**src/rtl/run_timer_pkg.sv**
```systemverilog
// Shared types and constants for the run timer.
// The RUN_TIMER_BEST_EN macro, used in run_timer.sv, enables best-time tracking.
package run_timer_pkg;

    typedef enum logic [2:0] {
        IDLE  = 3'd0,
        ARMED = 3'd1,
        RUN   = 3'd2,
        WIN   = 3'd3,
        LOSE  = 3'd4
    } run_state_t;

    typedef logic [3:0] bcd_digit_t;

    localparam bcd_digit_t BCD_MAX = 4'd9;

endpackage : run_timer_pkg

```
**src/rtl/bcd_counter.sv**
```systemverilog
// Chained multi-digit BCD incrementer with synchronous clear.
// At all-9s it holds the count and raises a sticky saturate flag.
module bcd_counter
    import run_timer_pkg::*;
#(
    parameter int unsigned DIGITS = 4
) (
    input  logic                  clk,
    input  logic                  rst_n,
    input  logic                  clr,
    input  logic                  inc,
    output logic [4*DIGITS-1:0]   count,
    output logic                  saturated
);

    bcd_digit_t [DIGITS-1:0] cnt_q, cnt_d;
    logic                    sat_q, sat_d;
    logic                    all_max_c;
    logic                    carry_c;

    always_comb begin
        all_max_c = 1'b1;
        for (int i = 0; i < int'(DIGITS); i++) begin
            if (cnt_q[i] != BCD_MAX) begin
                all_max_c = 1'b0;
            end
        end
    end

    // Ripple the increment upward until a digit absorbs it.
    always_comb begin
        cnt_d   = cnt_q;
        sat_d   = sat_q;
        carry_c = inc;
        if (clr) begin
            cnt_d = '0;
            sat_d = 1'b0;
        end else if (inc) begin
            if (all_max_c) begin
                sat_d = 1'b1;
            end else begin
                for (int i = 0; i < int'(DIGITS); i++) begin
                    if (carry_c) begin
                        if (cnt_q[i] == BCD_MAX) begin
                            cnt_d[i] = 4'd0;
                        end else begin
                            cnt_d[i] = cnt_q[i] + 4'd1;
                            carry_c  = 1'b0;
                        end
                    end
                end
            end
        end
    end

    always_ff @(posedge clk or negedge rst_n) begin
        if (!rst_n) begin
            cnt_q <= '0;
            sat_q <= 1'b0;
        end else begin
            cnt_q <= cnt_d;
            sat_q <= sat_d;
        end
    end

    assign count     = cnt_q;
    assign saturated = sat_q;

endmodule : bcd_counter

```
**src/rtl/run_timer.sv**
```systemverilog
// Run timer: FSM, tick prescaler, BCD run-time count and best-time register.
// Define RUN_TIMER_BEST_EN to build best-time tracking; otherwise best outputs are 0.
module run_timer
    import run_timer_pkg::*;
#(
    parameter int unsigned CLK_HZ  = 50_000_000,
    parameter int unsigned TICK_HZ = 100,
    parameter int unsigned DIGITS  = 4
) (
    input  logic                  clk,
    input  logic                  reset,
    input  logic                  gamestart,
    input  logic                  gameover,
    input  logic                  complete,
    output logic [4*DIGITS-1:0]   time_bcd,
    output logic [4*DIGITS-1:0]   best_bcd,
    output logic                  best_valid,
    output logic                  new_record,
    output logic                  running,
    output logic                  saturated
);

    localparam int unsigned W   = 4 * DIGITS;
    localparam int unsigned DIV = CLK_HZ / TICK_HZ;
    localparam int unsigned PW  = (DIV > 1) ? $clog2(DIV) : 1;

    run_state_t      state_q, state_d;
    logic [PW-1:0]   presc_q, presc_d;
    logic            running_q, running_d;
    logic            tick_c;
    logic            win_c;
    logic [W-1:0]    cnt_bcd;

    always_ff @(posedge clk or negedge reset) begin
        if (!reset) begin
            state_q   <= IDLE;
            presc_q   <= '0;
            running_q <= 1'b0;
        end else begin
            state_q   <= state_d;
            presc_q   <= presc_d;
            running_q <= running_d;
        end
    end

    // gamestart dominates everything; a stop in RUN discards a coincident tick.
    always_comb begin
        state_d = state_q;
        presc_d = presc_q;
        tick_c  = 1'b0;
        win_c   = 1'b0;
        if (gamestart) begin
            state_d = ARMED;
            presc_d = '0;
        end else begin
            unique case (state_q)
                ARMED: begin
                    presc_d = '0;
                    if (!gameover) begin
                        state_d = RUN;
                    end
                end
                RUN: begin
                    if (gameover) begin
                        state_d = complete ? WIN : LOSE;
                        win_c   = complete;
                    end else if (presc_q == PW'(DIV - 1)) begin
                        presc_d = '0;
                        tick_c  = 1'b1;
                    end else begin
                        presc_d = presc_q + PW'(1);
                    end
                end
                default: ;
            endcase
        end
        running_d = (state_d == RUN);
    end

    bcd_counter #(
        .DIGITS (DIGITS)
    ) u_bcd_counter (
        .clk       (clk),
        .rst_n     (reset),
        .clr       (gamestart),
        .inc       (tick_c),
        .count     (cnt_bcd),
        .saturated (saturated)
    );

    assign time_bcd = cnt_bcd;
    assign running  = running_q;

`ifdef RUN_TIMER_BEST_EN
    logic [W-1:0] best_q, best_d;
    logic         best_valid_q, best_valid_d;
    logic         new_record_q, new_record_d;

    // Equal-width BCD compares correctly as plain unsigned binary.
    always_comb begin
        best_d       = best_q;
        best_valid_d = best_valid_q;
        new_record_d = 1'b0;
        if (win_c && (!best_valid_q || (cnt_bcd < best_q))) begin
            best_d       = cnt_bcd;
            best_valid_d = 1'b1;
            new_record_d = 1'b1;
        end
    end

    always_ff @(posedge clk or negedge reset) begin
        if (!reset) begin
            best_q       <= '0;
            best_valid_q <= 1'b0;
            new_record_q <= 1'b0;
        end else begin
            best_q       <= best_d;
            best_valid_q <= best_valid_d;
            new_record_q <= new_record_d;
        end
    end

    assign best_bcd   = best_q;
    assign best_valid = best_valid_q;
    assign new_record = new_record_q;
`else
    logic unused_win;
    assign unused_win = win_c;
    assign best_bcd   = '0;
    assign best_valid = 1'b0;
    assign new_record = 1'b0;
`endif

endmodule : run_timer

```
**config.mk**
```make
export PLATFORM = sky130hd
export DESIGN_NAME = run_timer
export DESIGN_NICKNAME = d
export VERILOG_FILES = /design/src/rtl/run_timer_pkg.sv /design/src/rtl/bcd_counter.sv /design/src/rtl/run_timer.sv
export SDC_FILE = /design/constraint.sdc
export NUM_CORES = 1
export LEC_CHECK = 0
export ABC_CLOCK_PERIOD_IN_PS = 4280
export BUFFER_PORTS_ARGS = -buffer_cell sky130_fd_sc_hd__buf_4
export CORE_MARGIN = 4
export CORE_UTILIZATION = 58
export CTS_CLUSTER_SIZE = 20
export DETAILED_ROUTE_END_ITERATION = 16
export GPL_ROUTABILITY_DRIVEN = 1
export PLACE_DENSITY = 0.79
export SYNTH_ARGS = -nofsm -noshare
export SYNTH_HDL_FRONTEND = slang
export SYNTH_SLANG_ARGS = --single-unit
```
**constraint.sdc**
```tcl
create_clock -name clk -period 4.28 [get_ports clk]
set_input_delay 0.642 -clock clk [delete_from_list [all_inputs] [get_ports clk]]
set_output_delay 0.642 -clock clk [all_outputs]
set_load 0.01 [all_outputs]
```
[After elaboration in Yosys (flattened, before gate mapping)]
Cells that the tools add are included.
Storage, ports and cells
  register bits: 40
  input bits: 5
  logic and storage cells: 83
Cells by class
  add/subtract/negate cells: 5
  equal/unequal tests: 14
  muxes and demuxes: 44
  reduce and logical (&&, ||, !) cells: 12
Operators by type and width (count)
  two-way mux 19 bit: 3
  two-way mux 16 bit: 3
  case mux 19 bit (2 select lines): 1
  two-way mux 4 bit: 7
  two-way mux 1 bit: 25
  adder 19 x 1 -> 19 bit, second input constant: 1
  equality test 19 bit, second input constant: 1
  adder 4 x 1 -> 4 bit, second input constant: 4
  equality test 4 bit, second input constant: 4
  inequality test 4 bit, second input constant: 4
  two-way mux 3 bit: 4
  nonzero test 2 bit: 5
  AND reduction 3 bit: 3
  equality test 3 x 2 -> 1 bit, second input constant: 2
  case mux 3 bit (2 select lines): 1
  AND reduction 2 bit: 3
  equality test 3 x 1 -> 1 bit, second input constant: 1
  inequality test 3 bit, second input constant: 1
  nonzero test 3 bit: 1
  inequality test 2 bit, second input constant: 1

[Logic depth before layout (Yosys ltp)]
  word-level depth: 20
  gate-level depth with buffers: 8

[Hierarchy]
A second synthesis with hierarchy kept.
Second synthesis, totals
  cells, all modules: 256
  area total of the unflattened synthesis: 2387.3 um2
Modules (own cells, without submodules)
  run_timer: instances 1, cells each 150, area an instance 1416.4 um2, seq. area each 575.6 um2
  bcd_counter: instances 1, cells each 106, area an instance 970.9 um2, seq. area each 425.4 um2

[Worst setup path after synthesis]
OpenSTA, ideal clock, no wires.
  path type: register -> register
  from: reg presc_q[0]
  to: reg presc_q[13]
  library setup time: 0.079 ns
  arrival time: 1.918 ns
  data required time: 4.201 ns
  path slack: 2.283 ns
  stages on the path, launching flop included: 9
  cells stage by stage: dfrtp_1 -> ha_1 -> and3_1 -> and4b_1 -> buf_2 -> a211oi_4 -> buf_4 -> nand4_1 -> mux2i_1
Between the ends
  word-level cells in the longest chain between the ends: 5
  elaborated cells on any way between the ends: 6
  classes of those cells: add/sub (1); eq/ne (1); mux (4)
Ends and longest elaborated chain
  from (decl): RTL line run_timer.sv:28  | logic [PW-1:0] presc_q, presc_d;
  from (signal assigned): RTL line run_timer.sv:41  | presc_q <= presc_d;
  adder 19 x 1 -> 19 bit or equality test 19 bit (tied branches): RTL line run_timer.sv:71, run_timer.sv:67
  two-way mux 19 bit (*): RTL line run_timer.sv:67  | end else if (presc_q == PW'(DIV - 1)) begin
  two-way mux 19 bit (*): RTL line run_timer.sv:64  | if (gameover) begin
  case mux 19 bit (2 select lines) (*): RTL line run_timer.sv:56  | unique case (state_q)
  two-way mux 19 bit (*): RTL line run_timer.sv:52  | if (gamestart) begin
Mark *: on every way between the ends. The rest lies on a longest branch, timed or not. The select of a mux whose other input is x is not followed.
A chain may end at the register's enable or synchronous reset.

[Worst setup path in the final report]
  from: reg presc_q[0]
  to: reg presc_q[6]
The elaborated chain is that of the path after synthesis.

==> run metrics <==
status finished, final reports clean; die area 0.00548 mm²; Yosys warnings 0; cell taking the most area after synthesis dfrtp_1; Hold Path Class in -> async; antenna cell count 0; final total power 667 µW; via count 2039; Critical Path RT 4.46 ns; Resized cells post-CTS 0; reg-to-reg endpoint presc_q[6]; Buffers on Ports 22; Post-Route WL 5.01 mm; IO Count 41; largest net degree at the start of global routing 41; Least-Margin Pin Slew 0.791 ns; Nets 310; grt ovf 0; clock sinks 40; Peak Freq 401 MHz; clk_skew 0.00406 ns; worst reg2reg setup slack 1.79 ns; wire per inst 14.5 µm; 1st-iter DRT viols 102; critical path arrival 2.67 ns; Starting Density 61.4%; final cell utilization of the core 65.8%; CP Launch Type register; R2R depth 6; Synth Cell Area 0.00253 mm²; fillcell total 348; clk buf depth 2; FF-to-FF Start presc_q[0]; Max-Cap Viols 0; mean area per synthesized cell 9.06 µm²; ys flop type dfrtp_1; CP max FO 11; routability congestion estimate 0.872; CP max-delay cell a21oi_1; depth of the CTS H-tree 2; share of the synthesized area in the top cell type 39.6%; Synth Register Bits 40; Avg Vias per Cell 5.89; RSZ-0062 raised after global routing false; Final setup viols 0; period utilization 58.2%; Worst-path clk slew 0.07 ns; crit-path cells ha_1 > and3_1 > and4b_1 > a21oi_1 > nand2_1 > o41ai_1; Root Buffer clkbuf_8; Slew Limit Headroom 47.2%; CTS tree built; Setup CP Type reg -> reg; final hold violation count 0; DPL Wire Length 3.60 mm; Die Wd 74.0 µm; Post-synth EDFFs 0; drt drc 0; PD cells 246 mW/mm²; ranking of synthesized cells by area dfrtp_1 (40%), buf_4 (5.6%), o21ai_0 (4.8%), ha_1 (4.5%), a21oi_1 (4.4%); most numerous cell in the Yosys netlist dfrtp_1; post-synth cell types 53; Crit path largest cell delay 0.66 ns; core box area 0.00412 mm²; share of layout cells above drive strength 1 13.5%; CP delay by family, top compound AO/OA/AOI/OAI gates; total setup buffers inserted after CTS 0; list of most frequent post-synthesis cells dfrtp_1 (40), o21ai_0 (24), a21oi_1 (22); tightest hold margin 0.318 ns; DRT antenna net count 0; initial antenna violation count 0; global-route wire length before repair 8.49 mm; Buf/Inv on CP 0; Max Slew Vio Count 0; Hold-fix buffers, CTS 0; row cnt 23; crit end category register; total iterations of the first detailed-routing run 4; sequential area share after synthesis 39.6%; Global Route Usage Sum 19.8%; clk_lat worst skew 0.29 ns; cell count after synthesis 279; Die Y-Extent 74.0 µm; setup_tns 0 ns; Leak 1.19 nW; total CTS buffers 5; vias in the first global route 1912; area grow syn2layout 7.03%; VDD IR max 0.000179 V; crit path time final 2.49 ns; Synth async-reset ratio 100%
==> cells by family (layout without fill, tap and decap cells) <==
logic type,count (synthesis),count (layout),synth area share [%]
other cells,1,18,0.148
buf+inv,42,42,9.50
fa+ha+maj,9,9,4.45
mux,5,5,2.03
flops,40,40,39.6
compound gates,73,73,17.6
xor+xnor,2,2,0.693
simple gates,107,107,26.0
==> cells in the final DEF, fill, tap and decap left out, types with 8 or more instances in the layout <==
master	instances
nand3_1	14
nor2_1	14
inv_1	13
a21oi_1	22
ha_1	9
or3_1	10
buf_4	22
nand2_1	16
o21ai_0	24
a31oi_1	11
conb_1	18
dfrtp_1	40
nand4_1	8
==> where the power goes <==
part / internal (mW) / leakage [nW] / total, mW / switching, mW
sequential: 0.381 / 0.554 / 0.384 / 0.00359
combinational: 0.0137 / 0.598 / 0.0519 / 0.0381
clock: 0.111 / 0.0410 / 0.231 / 0.120
total: 0.505 / 1.19 / 0.667 / 0.162
==> worst max path at each step <==
stage	startpoint	endpoint	slack [ns]	depth (start not counted)
finish	presc_q[0]	presc_q[6]	1.79	6
floorplan	presc_q[0]	presc_q[13]	2.28	8
detailed placement	gamestart	presc_q[6]	1.66	5
global placement	gamestart	presc_q[6]	1.76	5
CTS	presc_q[0]	presc_q[6]	1.82	6
global route	presc_q[0]	presc_q[6]	1.56	6
==> metrics by stage <==
step	instances	setup slack, ns	cell area, µm²
finish	346	1.79	2710
global route	346	1.56	2710
global placement	339	1.76	2630
CTS	346	1.82	2710
detailed placement	339	1.66	2630
floorplan	296	2.28	2590
==> final cells by class <==
class,instances,area [µm²],share of cell area [%]
Clock buffer,6,72.6,2.68
Clock inverter,1,5.00,0.185
Inverter,13,48.8,1.80
Multi-Input combinational cell,214,1350,49.9
Sequential cell,40,1000,37.0
Tap cell,50,62.6,2.31
Timing Repair Buffer,22,165,6.10
==> flip-flops by register name, indices dropped and copies added (netlist names) <==
register and flops:
u_bcd_counter.saturated 1, running 1, presc_q 19, u_bcd_counter.count 16, state_q 3
==> routing by layer <==
layer	GRT usage (%)	vias to the layer above	wire length [µm]
li1	-	1014	-
met1	25.5	977	2220
met2	32.7	44	2500
met3	4.19	4	252
met4	8.05	0	34
met5	0	-	0
Power figures use the tool's default switching activity.
